**src/rtl/sram_log_controller.sv**
```systemverilog
// sram_log_controller
//   Upstream command generator for the SRAM word interface block. Incoming
//   16-bit samples are buffered in a small FIFO and drained as sequential
//   SRAM writes. Single-word readback requests are also serviced, and reads
//   take priority over writes. Runs on the posedge of CLK_48MHZ. The
//   interface runs on the negedge and reports busy on MEM_STATUS.
//
//   Build option:
//     LOG_WRAP_EN  defined   - after the write at 0x7FFFF the log keeps going
//                              from 0x00000 and overwrites the oldest data
//                  undefined - logging halts once LOG_FULL is set
module sram_log_controller #(
    parameter int FIFO_AW        = 3,
    parameter int TIMEOUT_CYCLES = 15
) (
    input  logic        CLK_48MHZ,
    input  logic        RESET,
    input  logic [15:0] SAMPLE_DATA,
    input  logic        SAMPLE_VALID,
    output logic        SAMPLE_READY,
    input  logic        RD_REQ,
    input  logic [18:0] RD_ADDR,
    output logic        RD_READY,
    output logic [15:0] RD_DATA,
    output logic        RD_VALID,
    output logic [18:0] WR_PTR,
    output logic        LOG_FULL,
    output logic        ERROR,
    output logic [1:0]  MEM_CMD,
    output logic [17:0] MEM_ADDRESS,
    output logic        MEM_CHIP_SELECT,
    output logic [15:0] MEM_DATA,
    input  logic        MEM_STATUS,
    input  logic [15:0] MEM_DATA_READ
);

    localparam int DEPTH    = 2 ** FIFO_AW;
    localparam int TMO_BITS = $clog2(TIMEOUT_CYCLES + 1);
    localparam int TMO_W    = (TMO_BITS > 4) ? TMO_BITS : 4;

    localparam logic [1:0] CMD_IDLE  = 2'd0;
    localparam logic [1:0] CMD_READ  = 2'd1;
    localparam logic [1:0] CMD_WRITE = 2'd2;

    typedef enum logic [1:0] {
        ST_IDLE      = 2'd0,
        ST_ISSUE     = 2'd1,
        ST_WAIT_DONE = 2'd2
    } state_t;

    // ------------------------------------------------------------------
    // Sample FIFO
    // ------------------------------------------------------------------
    logic [15:0]        fifo_mem [DEPTH];
    logic [FIFO_AW-1:0] fifo_wp;
    logic [FIFO_AW-1:0] fifo_rp;
    logic [FIFO_AW:0]   fifo_cnt;
    logic               fifo_push;
    logic               fifo_pop;
    logic               fifo_empty;
    logic               fifo_full;
    logic [15:0]        fifo_head;

    // ------------------------------------------------------------------
    // Controller state
    // ------------------------------------------------------------------
    state_t             state;
    logic               op_is_read;
    logic [TMO_W-1:0]   tmo_cnt;
    logic               tmo_expired;
    logic [18:0]        wr_ptr;
    logic               log_full;
    logic               error;
    logic               rd_pend;
    logic [18:0]        rd_addr;
    logic [15:0]        rd_data;
    logic               rd_valid;
    logic               rd_accept;
    logic               write_allowed;
    logic [1:0]         mem_cmd;
    logic [17:0]        mem_address;
    logic               mem_cs;
    logic [15:0]        mem_data;

    assign fifo_empty = (fifo_cnt == '0);
    assign fifo_full  = (fifo_cnt == (FIFO_AW+1)'(DEPTH));
    assign fifo_push  = SAMPLE_VALID && !fifo_full;
    assign fifo_head  = fifo_mem[fifo_rp];

`ifdef LOG_WRAP_EN
    assign write_allowed = 1'b1;
`else
    assign write_allowed = !log_full;
`endif

    assign rd_accept   = RD_REQ && !rd_pend;
    assign tmo_expired = (tmo_cnt >= TMO_W'(TIMEOUT_CYCLES - 1));

    // A write is only launched when no read is waiting, so reads win ties.
    assign fifo_pop = (state == ST_IDLE) && !MEM_STATUS && !rd_pend &&
                      !fifo_empty && write_allowed;

    // FIFO storage; contents need no reset because the pointers gate them
    always_ff @(posedge CLK_48MHZ) begin
        if (fifo_push) begin
            fifo_mem[fifo_wp] <= SAMPLE_DATA;
        end
    end

    // FIFO pointers and occupancy; simultaneous push and pop leave the count alone
    always_ff @(posedge CLK_48MHZ or negedge RESET) begin
        if (!RESET) begin
            fifo_wp  <= '0;
            fifo_rp  <= '0;
            fifo_cnt <= '0;
        end else begin
            if (fifo_push) begin
                fifo_wp <= fifo_wp + FIFO_AW'(1);
            end
            if (fifo_pop) begin
                fifo_rp <= fifo_rp + FIFO_AW'(1);
            end
            case ({fifo_push, fifo_pop})
                2'b10:   fifo_cnt <= fifo_cnt + (FIFO_AW+1)'(1);
                2'b01:   fifo_cnt <= fifo_cnt - (FIFO_AW+1)'(1);
                default: fifo_cnt <= fifo_cnt;
            endcase
        end
    end

    // Command FSM: read latch, op launch, STATUS handshake, completion and timeout
    always_ff @(posedge CLK_48MHZ or negedge RESET) begin
        if (!RESET) begin
            state       <= ST_IDLE;
            op_is_read  <= 1'b0;
            tmo_cnt     <= '0;
            wr_ptr      <= '0;
            log_full    <= 1'b0;
            error       <= 1'b0;
            rd_pend     <= 1'b0;
            rd_addr     <= '0;
            rd_data     <= '0;
            rd_valid    <= 1'b0;
            mem_cmd     <= CMD_IDLE;
            mem_address <= '0;
            mem_cs      <= 1'b0;
            mem_data    <= '0;
        end else begin
            rd_valid <= 1'b0;

            if (rd_accept) begin
                rd_pend <= 1'b1;
                rd_addr <= RD_ADDR;
            end

            case (state)
                ST_IDLE: begin
                    if (!MEM_STATUS) begin
                        if (rd_pend) begin
                            mem_address <= rd_addr[17:0];
                            mem_cs      <= rd_addr[18];
                            mem_cmd     <= CMD_READ;
                            op_is_read  <= 1'b1;
                            tmo_cnt     <= '0;
                            state       <= ST_ISSUE;
                        end else if (fifo_pop) begin
                            mem_data    <= fifo_head;
                            mem_address <= wr_ptr[17:0];
                            mem_cs      <= wr_ptr[18];
                            mem_cmd     <= CMD_WRITE;
                            op_is_read  <= 1'b0;
                            tmo_cnt     <= '0;
                            state       <= ST_ISSUE;
                        end
                    end
                end

                ST_ISSUE: begin
                    if (MEM_STATUS) begin
                        mem_cmd <= CMD_IDLE;
                        tmo_cnt <= tmo_cnt + TMO_W'(1);
                        state   <= ST_WAIT_DONE;
                    end else if (tmo_expired) begin
                        mem_cmd <= CMD_IDLE;
                        error   <= 1'b1;
                        if (op_is_read) begin
                            rd_pend <= 1'b0;
                        end
                        state   <= ST_IDLE;
                    end else begin
                        tmo_cnt <= tmo_cnt + TMO_W'(1);
                    end
                end

                ST_WAIT_DONE: begin
                    if (!MEM_STATUS) begin
                        if (op_is_read) begin
                            rd_data  <= MEM_DATA_READ;
                            rd_valid <= 1'b1;
                            rd_pend  <= 1'b0;
                        end else begin
                            if (wr_ptr == '1) begin
                                log_full <= 1'b1;
                            end
                            wr_ptr <= wr_ptr + 19'd1;
                        end
                        state <= ST_IDLE;
                    end else if (tmo_expired) begin
                        // Aborted writes leave wr_ptr alone; aborted reads never pulse RD_VALID.
                        error <= 1'b1;
                        if (op_is_read) begin
                            rd_pend <= 1'b0;
                        end
                        state <= ST_IDLE;
                    end else begin
                        tmo_cnt <= tmo_cnt + TMO_W'(1);
                    end
                end

                default: begin
                    mem_cmd <= CMD_IDLE;
                    state   <= ST_IDLE;
                end
            endcase
        end
    end

    assign SAMPLE_READY    = !fifo_full;
    assign RD_READY        = !rd_pend;
    assign RD_DATA         = rd_data;
    assign RD_VALID        = rd_valid;
    assign WR_PTR          = wr_ptr;
    assign LOG_FULL        = log_full;
    assign ERROR           = error;
    assign MEM_CMD         = mem_cmd;
    assign MEM_ADDRESS     = mem_address;
    assign MEM_CHIP_SELECT = mem_cs;
    assign MEM_DATA        = mem_data;

endmodule

```
**config.mk**
```make
export PLATFORM = sky130hd
export DESIGN_NAME = sram_log_controller
export DESIGN_NICKNAME = d
export VERILOG_FILES = /design/src/rtl/sram_log_controller.sv
export SDC_FILE = /design/constraint.sdc
export NUM_CORES = 1
export LEC_CHECK = 0
export ABC_AREA = 1
export BUFFER_PORTS_ARGS = -buffer_cell sky130_fd_sc_hd__buf_2
export CAP_MARGIN = 25
export CORE_UTILIZATION = 60
export CTS_BUF_LIST = sky130_fd_sc_hd__clkbuf_8
export CTS_CLUSTER_DIAMETER = 30
export DETAILED_ROUTE_END_ITERATION = 7
export PLACE_DENSITY_LB_ADDON = 0.12
export SLEW_MARGIN = 5
export SYNTH_ARGS = -nofsm -noshare
export SYNTH_HDL_FRONTEND = slang
export SYNTH_SLANG_ARGS = --single-unit
export TNS_END_PERCENT = 100
```
**constraint.sdc**
```tcl
create_clock -name CLK_48MHZ -period 2.7 [get_ports CLK_48MHZ]
set_input_delay 0.405 -clock CLK_48MHZ [delete_from_list [all_inputs] [get_ports CLK_48MHZ]]
set_output_delay 0.405 -clock CLK_48MHZ [all_outputs]
set_load 0.05 [all_outputs]
```
==> results.md, run 1 <==
* Drt via density at approximately 5.3
* Site row count at between 40 and 50
* Asr flop ratio synth at 0.467
* Req. time, crit path at ~3.1 ns
* Post-CTS setup buffer count at 0
* Inst Count DP at 1305
* VDD IR max at between 600 and 700 uV
* Post-route ant nets at 0
* Main synth FF type: edfxtp_1
* Core area at 16600 sq um
* DR DRC count at 0
* Setup TNS at 0 ns
* Clock Latency Late Sink at between 0.5 and 0.6 ns
* Post-DR wirelength/cell at between 15 and 20 microns
* Share of cells above drive strength 1 at 0.228
* Tightest Pin Transition at ~0.70 ns
* Yosys Warn Count at 0
* Starting Density at 0.616
* Number of global-route vias before repair at about 7500
* Max FO, Critical Path at 9
* Met1 GRT Util at 0.349
* Root Driver: clkbuf_8
* H-tree depth at 2
* Crit Path Category: flop to flop
* Area of the die at ~18000 sq um
* Mapped Nets at about 1000
* Startpoint types: flop
* RSZ-0062 raised after global routing: false
* Final-report max-slew violation count at 0
* Gr busiest metal: met2
* RePlAce Congestion at around 0.91
* Syn-to-layout area delta at 19.3%
* Status: complete, no violations
* Total length of routed wires at about 23 mm
* Fin Clk Skew at slightly below 0.03 ns
* Hold slack at roughly 0.061 ns
* Die Wd at 133 microns
* Number of buffers created by CTS at just under 50
* Syn Area/Cell at 10.5 sq um
* Slew HR at 0.533
* Final Critical Period at 2.33 ns
* Tcrit/Tclk final at 0.864
* Most frequent cells in the layout: 254 x nand2_1, 138 x nor2_1, 131 x buf_2
* DRT iter0 DRCs at 400
* Clock-pin transition on the worst setup and hold timing paths at 0.06 ns
* CTS tree: yes
* #FFs+latches synth at between 200 and 250
* Met3 Usage GRT at 0.0513
* Power density over the cells at 1030 nW/um^2
* Final Util at 0.735
* P_leak at between 5 and 6 nW
* Die H at about 130 microns
* Grt ovf at 0
* Gr usage total at 0.266
* First drt pass iteration count at 5
* Mapped Area at approximately 10000 sq um
* Ant. Diodes at 0
* Met2 Use GR at 0.436
* F_max at roughly 430 MHz
* Fin cells at around 1400
* Clock Path Buffers at 3
* CP Data Arrival Time at 2.76 ns
* Setup violations, final at 0
* Global-route wire length before repair at approximately 37 mm
* I/O Pins at ~130
* Post-detail-place hpwl at 14.6 mm
* Final hold viol count at 0
* Largest net degree at the start of global routing at between 60 and 70
* Via count at approximately 7500
* Commonest non-fill, non-tap cell in the layout: nand2_1
* Clk sinks at 240
* Post-synthesis sequential area ratio at 0.648
* Worst Hold Class: input port to flop
* NumNets Final at ~1200
* IO Port Bufs at between 100 and 150
* Synth Instances at around 980
* MaxCap Viol Count at 0
* Worst setup EP type: flop
* Post-synth cell types at 37
* Post-synth EDFFs at ~130
* Initial antenna violation count at 0
-- kinds of logic (layout without fill, tap and decap cells) --
logic type,after synthesis,count (layout),share of synthesized area
DFF,240,240,0.648
AOI/OAI and AO/OA,157,157,0.0858
buffers and inverters,88,290,0.0390
muxes,19,19,0.0209
adders and majority gates,12,12,0.0146
and+or+nand+nor,441,441,0.175
xor gates and xnor gates,19,19,0.0162
-- where the power goes --
part / internal (mW) / switching (mW)
clock network: 2.38 / 1.56
logic: 0.925 / 2.59
registers: 4.71 / 0.442
total: 8.01 / 4.59
-- path summary, 6_finish.rpt --
path	start	endpoint	slack [ns]	cells after the start
worst min-delay path	RD_ADDR[9]	rd_addr[9]$_DFFE_PN0P_	0.06	2
worst max-delay path	state[0]$_DFFE_PN0P_	fifo_cnt[3]$_DFFE_PN0P_	0.37	13
min in group asynchronous	RESET	WR_PTR[5]$_DFFE_PN0P_	0.36	2
worst min register to register	RD_DATA[15]$_DFFE_PN0P_	RD_DATA[15]$_DFFE_PN0P_	0.47	2
worst max register to register	state[0]$_DFFE_PN0P_	fifo_cnt[3]$_DFFE_PN0P_	0.37	13
max in group asynchronous	RESET	WR_PTR[10]$_DFFE_PN0P_	1.48	3
-- flip-flops by register name, indices dropped and copies added, names as in the netlist, 2 cells and up --
signal and flops:
rd_addr 19, tmo_cnt 4, fifo_cnt 4, MEM_CMD 2, fifo_mem 128, RD_DATA 16, state 2, fifo_wp 3
WR_PTR 19, fifo_rp 3, MEM_DATA 16, MEM_ADDRESS 18
-- synthesized netlist by cell type, drive strengths merged (7+ instances only) --
cell type | instances | area share
mux2 | 19 | 0.021
nand2 | 261 | 0.098
nand4 | 7 | 0.0043
inv | 44 | 0.016
buf | 23 | 0.015
o21ai | 117 | 0.057
nor2 | 146 | 0.057
nand3 | 20 | 0.012
clkbuf | 19 | 0.0070
edfxtp | 128 | 0.37
ha | 12 | 0.015
dfrtp | 112 | 0.27
xor2 | 16 | 0.014
o211ai | 32 | 0.023
-- worst max-delay path, stage by stage (launching register included) --
cell and delay, ns:
dfrtp_1 0.41, inv_1 0.11, ha_1 0.26, nand2_1 0.10
nor2_1 0.13, nand2_2 0.15, inv_2 0.09, ha_1 0.23
xor2_1 0.30, nand3_1 0.13, nand2_1 0.10, nand3_1 0.08
nand2_1 0.08, nand2_1 0.05
-- per-layer routing --
metal / up-vias / share of wire
li1: 3618 / -
met1: 3576 / 0.44
met2: 240 / 0.48
met3: 43 / 0.057
met4: 0 / 0.022
met5: - / 0
-- timing repair --
item / CTS / global route
hold buffers: 1 / 0
resized for setup: 0 / 1
endpoints found under the setup margin: 0 / 1
endpoints found under the hold margin: 30 / 0
-- stage by stage --
stage          setup WS [ns]  area, sq um  power [mW]
5_1_grt               0.0264        12200        13.2
6_report               0.366        12200        12.6
3_3_place_gp           0.456        11200        8.61
4_1_cts                0.377        12200        12.7
2_1_floorplan          0.183        10300        7.74
3_5_place_dp           0.382        11200        8.71
-- final cells by class --
| cell class | instances | area (sq um) |
|---|---|---|
| Clock buffer | 52 | 716 |
| Clock inverter | 40 | 345 |
| Fill cell | 1175 | 4410 |
| Inverter | 46 | 178 |
| Multi-Input combinational cell | 648 | 3220 |
| Sequential cell | 240 | 6650 |
| Tap cell | 220 | 275 |
| Timing Repair Buffer | 152 | 853 |
Power figures use the tool's default switching activity.
==> run 2, diff against run 1 <==
CELL_PAD_IN_SITES_DETAIL_PLACEMENT = 0   (was not set)
CELL_PAD_IN_SITES_GLOBAL_PLACEMENT = 1   (was not set)
CORE_UTILIZATION = 42   (was 60)
PLACE_DENSITY = 0.86   (was not set)
PLACE_DENSITY_LB_ADDON = not set   (was 0.12)
clock period = 2.1 ns   (was 2.7 ns; I/O delays follow)
==> results.md, run 2 (synthesis results as in run 1) <==
* Status: complete, no violations
* Power density over the cells at 1320 nW/um^2 (+28%)
* Die Wd at 158 microns (+19%)
* Final-report max-slew violation count at 0 (unchanged)
* Setup Slack @ Placement at 0.0786 ns (-0.303 ns)
* Clock-pin transition on the worst setup and hold timing paths at 0.06 ns (about the same)
* Post-detail-place hpwl at 15.6 mm (+7.0%)
* Clock Path Buffers at 3 (unchanged)
* Via count at 7664 (+2.5%)
* Final hold viol count at 0 (unchanged)
* DR DRC count at 0 (unchanged)
* Post-DR wirelength/cell at 15.7 microns (-3.6%)
* I/O Pins at 133 (unchanged)
* Site row count at 56 (+19%)
* Req. time, crit path at 2.57 ns (-0.56 ns)
* Number of buffers created by CTS at 52 (+6.1%)
* RSZ-0062 raised after global routing: true
* Crit-path cells: inv_2, ha_4, nand2_1, nor2_1, nand2_2, inv_2, ha_4, xor2_4, ha_4, a21oi_2, xor2_1, o21ai_0
* Worst path bufs/invs at 2 (unchanged)
* Worst Hold Class: input port to flop
* Global-route wire length before repair at 39.2 mm (+7.1%)
* Slowest stage delay, CP at 0.40 ns (about the same)
* Worst path slowest cell: dfrtp_1
* Max FO, Critical Path at 5 (-4)
* Tightest Pin Transition at 0.586 ns (-0.115 ns)
* Die H at 158 microns (+19%)
* Largest register FFs at 128 (unchanged)
* Post-route ant nets at 0 (unchanged)
* Starting Density at 0.433 (-0.183)
* Clock Latency Late Sink at 0.56 ns (about the same)
* VDD IR max at 951 uV (+41%)
* Largest net degree at the start of global routing at 66 (unchanged)
* Share of cells above drive strength 1 at 0.256 (+0.0283)
* Most used cell, CP: ha_4
* DRT iter0 DRCs at 494 (+24%)
* Grt ovf at 0 (unchanged)
* IO Port Bufs at 132 (unchanged)
* Total length of routed wires at 24.4 mm (+7.4%)
* Worst setup EP type: flop
* Initial antenna violation count at 0 (unchanged)
* Root Driver: clkbuf_8
* Largest Register: fifo_mem
* Crit Path Category: flop to flop
* CTS tree: yes
* Clk sinks at 240 (unchanged)
* P_leak at 5.82 nW (+5.3%)
* Commonest non-fill, non-tap cell in the layout: nand2_1
* H-tree depth at 2 (unchanged)
* Fin Clk Skew at 0.0211 ns (-0.00790 ns)
* Most frequent cells in the layout: 254 x nand2_1, 131 x buf_2, 130 x nor2_1
* Core area at 23700 sq um (+42%)
* NumNets Final at 1265 (+5.0%)
* Tcrit/Tclk final at 0.954 (+0.0896)
* CP top delay family: adder cells
* Final WS setup at 0.0968 ns (-0.269 ns)
* Drt via density at 4.92 (-8.0%)
* Area of the die at 25000 sq um (+42%)
* Startpoint types: flop
* Final Critical Period at 2.00 ns (-0.331 ns)
* RePlAce Congestion at 0.833 (-8.3%)
* Syn-to-layout area delta at 27.9%
* MaxCap Viol Count at 0 (unchanged)
* First drt pass iteration count at 5 (unchanged)
* F_max at 499 MHz (+17%)
* CP Data Arrival Time at 2.48 ns (-0.28 ns)
* Gr usage total at 0.202 (-0.0635)
* Setup violations, final at 0 (unchanged)
* Ant. Diodes at 0 (unchanged)
* Slew HR at 0.609 (+0.0757)
* Number of global-route vias before repair at 7744 (+3.7%)
* Total power at 17.3 mW (+37%)
[run 2: changes by cell type in the layout (fill, tap and decap cells not counted), sizes merged]
| cell | change |
|---|---|
| clkinv | +2 |
| clkinvlp | +4 |
| inv | -7 |
| dlygate4sd3 | +35 |
| clkbuf | +2 |
| buf | +22 |
| bufinv | +3 |
[run 2: stage by stage]
step | utilization | TNS (ns) | hold slack (ns) | cells | instance area (sq um)
final | 0.554 | 0 | 0.0354 | 1558 | 13100
after detailed placement | 0.486 | 0 | 0.341 | 1423 | 11500
after floorplan | - | -2.56 | 0.0194 | 976 | 10300
after global placement | 0.486 | 0 | 0.341 | 1423 | 11500
after global routing | 0.554 | -0.0439 | 0.00776 | 1558 | 13100
after CTS | 0.551 | 0 | 0.00165 | 1555 | 13100
[run 2: worst paths after layout]
| check | from | end | slack [ns] | cells past startpoint |
|---|---|---|---|---|
| hold reg to reg | RD_DATA[15]$_DFFE_PN0P_ | RD_DATA[15]$_DFFE_PN0P_ | 0.46 | 2 |
| hold / removal | SAMPLE_DATA[12] | fifo_mem[4][12]$_DFFE_PP_ | 0.04 | 1 |
| max in group asynchronous | RESET | fifo_rp[0]$_DFFE_PN0P_ | 1.08 | 3 |
| setup / recovery | state[1]$_DFFE_PN0P_ | fifo_cnt[2]$_DFFE_PN0P_ | 0.1 | 12 |
| min in group asynchronous | RESET | tmo_cnt[2]$_DFFE_PN0P_ | 0.28 | 2 |
| setup reg to reg | state[1]$_DFFE_PN0P_ | fifo_cnt[2]$_DFFE_PN0P_ | 0.1 | 12 |
[run 2: metal layers]
metal,vias up,share of wire,global-route usage
met5,-,0,0
met4,0,0.020,0.0678
met3,50,0.073,0.0504
met2,239,0.48,0.343
met1,3631,0.42,0.252
li1,3744,-,-
[run 2: power breakdown]
group,internal (mW),leakage (nW),switching (mW),total [mW]
logic,1.43,2.63,3.49,4.92
registers,6.05,2.57,0.565,6.62
clock network,3.54,0.620,2.18,5.73
total,11.0,5.82,6.24,17.3
[run 2: worst reg2reg max path: stages, from the launching register on]
cell and delay, ns:
dfrtp_1 0.40, inv_2 0.10, ha_4 0.17, nand2_1 0.08, nor2_1 0.12, nand2_2 0.07, inv_2 0.08, ha_4 0.18
xor2_4 0.21, ha_4 0.16, a21oi_2 0.04, xor2_1 0.16, o21ai_0 0.16
[run 2: cell type report]
| type | count | area [sq um] |
|---|---|---|
| clock buffers | 54 | 743 |
| clock inverters | 42 | 458 |
| fillers | 2080 | 10600 |
| inverters | 46 | 178 |
| multi-input cells | 648 | 3320 |
| flip-flops and latches | 240 | 6650 |
| well taps | 319 | 399 |
| repair buffers | 209 | 1370 |
[run 2: repair_timing]
action	4_1_cts	5_1_grt
gates resized for setup	0	5
setup buffers	0	3
endpoints found under the hold margin	67	0
hold buffers	36	0
setup endpoints to repair	0	9
==> run 3, diff against run 2 <==
ABC_AREA = not set   (was 1)
CELL_PAD_IN_SITES_GLOBAL_PLACEMENT = 2   (was 1)
CORE_UTILIZATION = 39   (was 42)
PLACE_DENSITY = 0.87   (was 0.86)
==> results.md, run 3 <==
* Most frequent cells in the layout: 130 x buf_2, 128 x edfxtp_1, 111 x dfrtp_1
* Starting Density at 0.400 (-0.0332)
* Number of global-route vias before repair at 6199 (-20%)
* Tcrit/Tclk final at 0.986 (+0.0317)
* Post-synth EDFFs at 128 (unchanged)
* Post-route ant nets at 0 (unchanged)
* Syn Area/Cell at 15.9 sq um (+51%)
* Crit Path Category: flop to flop
* Req. time, crit path at 2.57 ns (about the same)
* FF-to-FF Start: state[1]$_DFFE_PN0P_
* Post-DP Area at 11200 sq um (-2.4%)
* Core area at 24500 sq um (+3.3%)
* Synth area leaders: edfxtp_1 39%, dfrtp_1 29%, mux4_2 7.4%, mux2_2 4.5%, mux2i_1 3.8%
* Largest register FFs at 128 (unchanged)
* Initial antenna violation count at 0 (unchanged)
* Clock Path Buffers at 3 (unchanged)
* Crit path from: state[1]$_DFFE_PN0P_
* Synth Instances at 616 (-37%)
* Grt ovf at 0 (unchanged)
* Total length of routed wires at 20.8 mm (-15%)
* Sequential power share at 0.398 (+0.015)
* Yosys Warn Count at 0 (unchanged)
* Count leader, synth: edfxtp_1
* Clk sinks at 240 (unchanged)
* Number of buffers created by CTS at 49 (-5.8%)
* CTS tree: yes
* Commonest non-fill, non-tap cell in the layout: buf_2
* Via count at 6056 (-21%)
* VDD IR max at 663 uV (-30%)
* Global-route wire length before repair at 33.2 mm (-15%)
* MaxCap Viol Count at 0 (unchanged)
* Mapped Area at 9780 sq um (-4.6%)
* Ant. Diodes at 0 (unchanged)
* Mapped Nets at 684 (-34%)
* #FFs+latches synth at 240 (unchanged)
* Die H at 160 microns (+1.3%)
* DR DRC count at 0 (unchanged)
* Status: complete, no violations
* Sw Ratio at 0.332 (-0.0298)
* Sw power at 5.38 mW (-14%)
* H-tree depth at 2 (unchanged)
* Die Wd at 160 microns (+1.3%)
* Final Critical Period at 2.07 ns (+0.0665 ns)
* Root Driver: clkbuf_8
* Clock power share at 0.328 (-0.004)
* Final hold viol count at 0 (unchanged)
* Share of cells above drive strength 1 at 0.391 (+0.136)
* RePlAce Congestion at 0.773 (-7.2%)
* Number of fillers in the final layout at 2015 (-3.1%)
* Largest net degree at the start of global routing at 61 (-7.6%)
* Largest Register: fifo_mem
* Slew HR at 0.728 (+0.120)
* Clock Latency Late Sink at 0.57 ns (about the same)
* Startpoint types: flop
* First drt pass iteration count at 4 (-1)
* P_leak at 5.32 nW (-8.6%)
* Max FO, Critical Path at 3 (-2)
* DRT iter0 DRCs at 305 (-38%)
* Setup violations, final at 0 (unchanged)
* Post-synth cell types at 49 (+32%)
* Fin Clk Skew at 0.0396 ns (+0.0185 ns)
* Area of the die at 25700 sq um (+2.7%)
* Yosys top cell by area: edfxtp_1
* Synth top area share at 0.393 (+0.0182)
* Top post-synthesis cells by count: 128 x edfxtp_1, 112 x dfrtp_1, 39 x mux2_2
* Post-detail-place hpwl at 12.9 mm (-17%)
* Worst setup EP type: flop
* Setup crit end: fifo_cnt[2]$_DFFE_PN0P_
* FF-to-FF End: fifo_cnt[2]$_DFFE_PN0P_
* Finished Cell Area at 12900 sq um (-1.7%)
* I/O Pins at 133 (unchanged)
* Post-DR wirelength/cell at 16.9 microns (+7.6%)
* Asr flop ratio synth at 0.467 (unchanged)
* Site row count at 57 (+1.8%)
* NumNets Final at 935 (-26%)
* Power density over the cells at 1260 nW/um^2 (-4.5%)
* Tightest Pin Transition at 0.408 ns (-0.178 ns)
* Drt via density at 4.92 (about the same)
* P_int at 10.8 mW (-1.7%)
* R2r setup slk at 0.03 ns (-0.07 ns)
* F_max at 483 MHz (-3.2%)
* Syn-to-layout area delta at 31.9%
* CP Data Arrival Time at 2.54 ns (+0.06 ns)
* RSZ-0062 raised after global routing: true
* Worst Hold Class: input port to flop
* Final Util at 0.527 (-0.0266)
* Setup TNS at 0 ns (unchanged)
* Final-report max-slew violation count at 0 (unchanged)
* Number of cells on the worst reg-to-reg path at 11 (-1)
* Main synth FF type: edfxtp_1
* IO Port Bufs at 132 (unchanged)
* Power share of the combinational group at 0.274 (-0.011)
* Clock-pin transition on the worst setup and hold timing paths at 0.06 ns (about the same)
* Gr usage total at 0.165 (-0.0375)
* Post-synthesis sequential area ratio at 0.679 (+0.0314)
==> run 3: how the worst min path moves through the flow <==
stage                         start                    endpoint  slack [ns]  depth (start not counted)
floorplan                     RESET           ERROR$_DFFE_PN0P_        0.02                          0
global placement              RESET  MEM_ADDRESS[0]$_DFFE_PN0P_        0.28                          1
detailed placement            RESET  MEM_ADDRESS[1]$_DFFE_PN0P_        0.27                          1
CTS                 SAMPLE_DATA[10]   fifo_mem[0][10]$_DFFE_PP_       0.001                          1
global route            RD_ADDR[15]     rd_addr[15]$_DFFE_PN0P_        0.01                          2
finish              SAMPLE_DATA[10]   fifo_mem[0][10]$_DFFE_PP_        0.04                          1
==> run 3: timing repair <==
item / in CTS / in global routing
setup endpoints to repair: 4 / 4
buffers inserted: 1 / 6
gates resized for setup: 1 / 6
pin swaps: 1 / 2
hold endpoints to repair: 150 / 0
hold buffers: 48 / 0
==> run 3: logic make-up (layout without fill, tap and decap cells) <==
logic type / after synthesis / after routing / share of synthesized area
and+or+nand+nor: 114 / 114 / 0.0578
buffers and inverters: 36 / 327 / 0.0180
xor gates and xnor gates: 27 / 27 / 0.0242
adders and majority gates: 12 / 12 / 0.0153
muxes: 108 / 108 / 0.156
AOI/OAI and AO/OA: 79 / 79 / 0.0487
DFF: 240 / 240 / 0.679
==> run 3: critical path, stage by stage (launching register included) <==
cell	delay, ns
dfrtp_1	0.39
inv_2	0.08
ha_4	0.15
nand2b_4	0.06
nor4_4	0.34
ha_4	0.20
xor2_1	0.15
ha_2	0.19
a21oi_2	0.04
xor2_1	0.13
nor2_1	0.11
xor2_1	0.14
==> run 3: per-stage QoR <==
step	std cells	setup WS [ns]	hold slack, ns	power (mW)
final	1231	0.0302	0.0374	16.2
after global routing	1231	-0.0920	0.0111	17.0
after CTS	1225	0.0115	0.00116	16.3
after detailed placement	1085	-0.0124	0.270	10.9
after global placement	1085	0.0420	0.275	10.8
after floorplan	616	-0.326	0.0194	9.53
==> run 3: area by class of cell <==
class	count	area (sq um)	share of cell area
sequential	240	6650	0.515
multi-input combinational	340	3050	0.237
timing repair buffer	228	1640	0.127
clock buffer	55	757	0.0587
tap	324	405	0.0314
clock inverter	36	367	0.0284
inverter	8	30.0	0.00233
==> run 3: routing by layer <==
metal	routed length, microns	track usage
met1	9200	0.213
met2	9920	0.275
met3	1160	0.0380
met4	476	0.0545
met5	0	0
==> run 3: power by group through the flow <==
| stage | registers [mW] | clock network, mW | logic [mW] |
|---|---|---|---|
| finish | 6.46 | 5.31 | 4.44 |
| global route | 6.58 | 5.68 | 4.78 |
| CTS | 6.47 | 5.45 | 4.41 |
| detailed placement | 6.55 | 0 | 4.32 |
| global placement | 6.50 | 0 | 4.27 |
| floorplan | 7.64 | 0 | 1.89 |
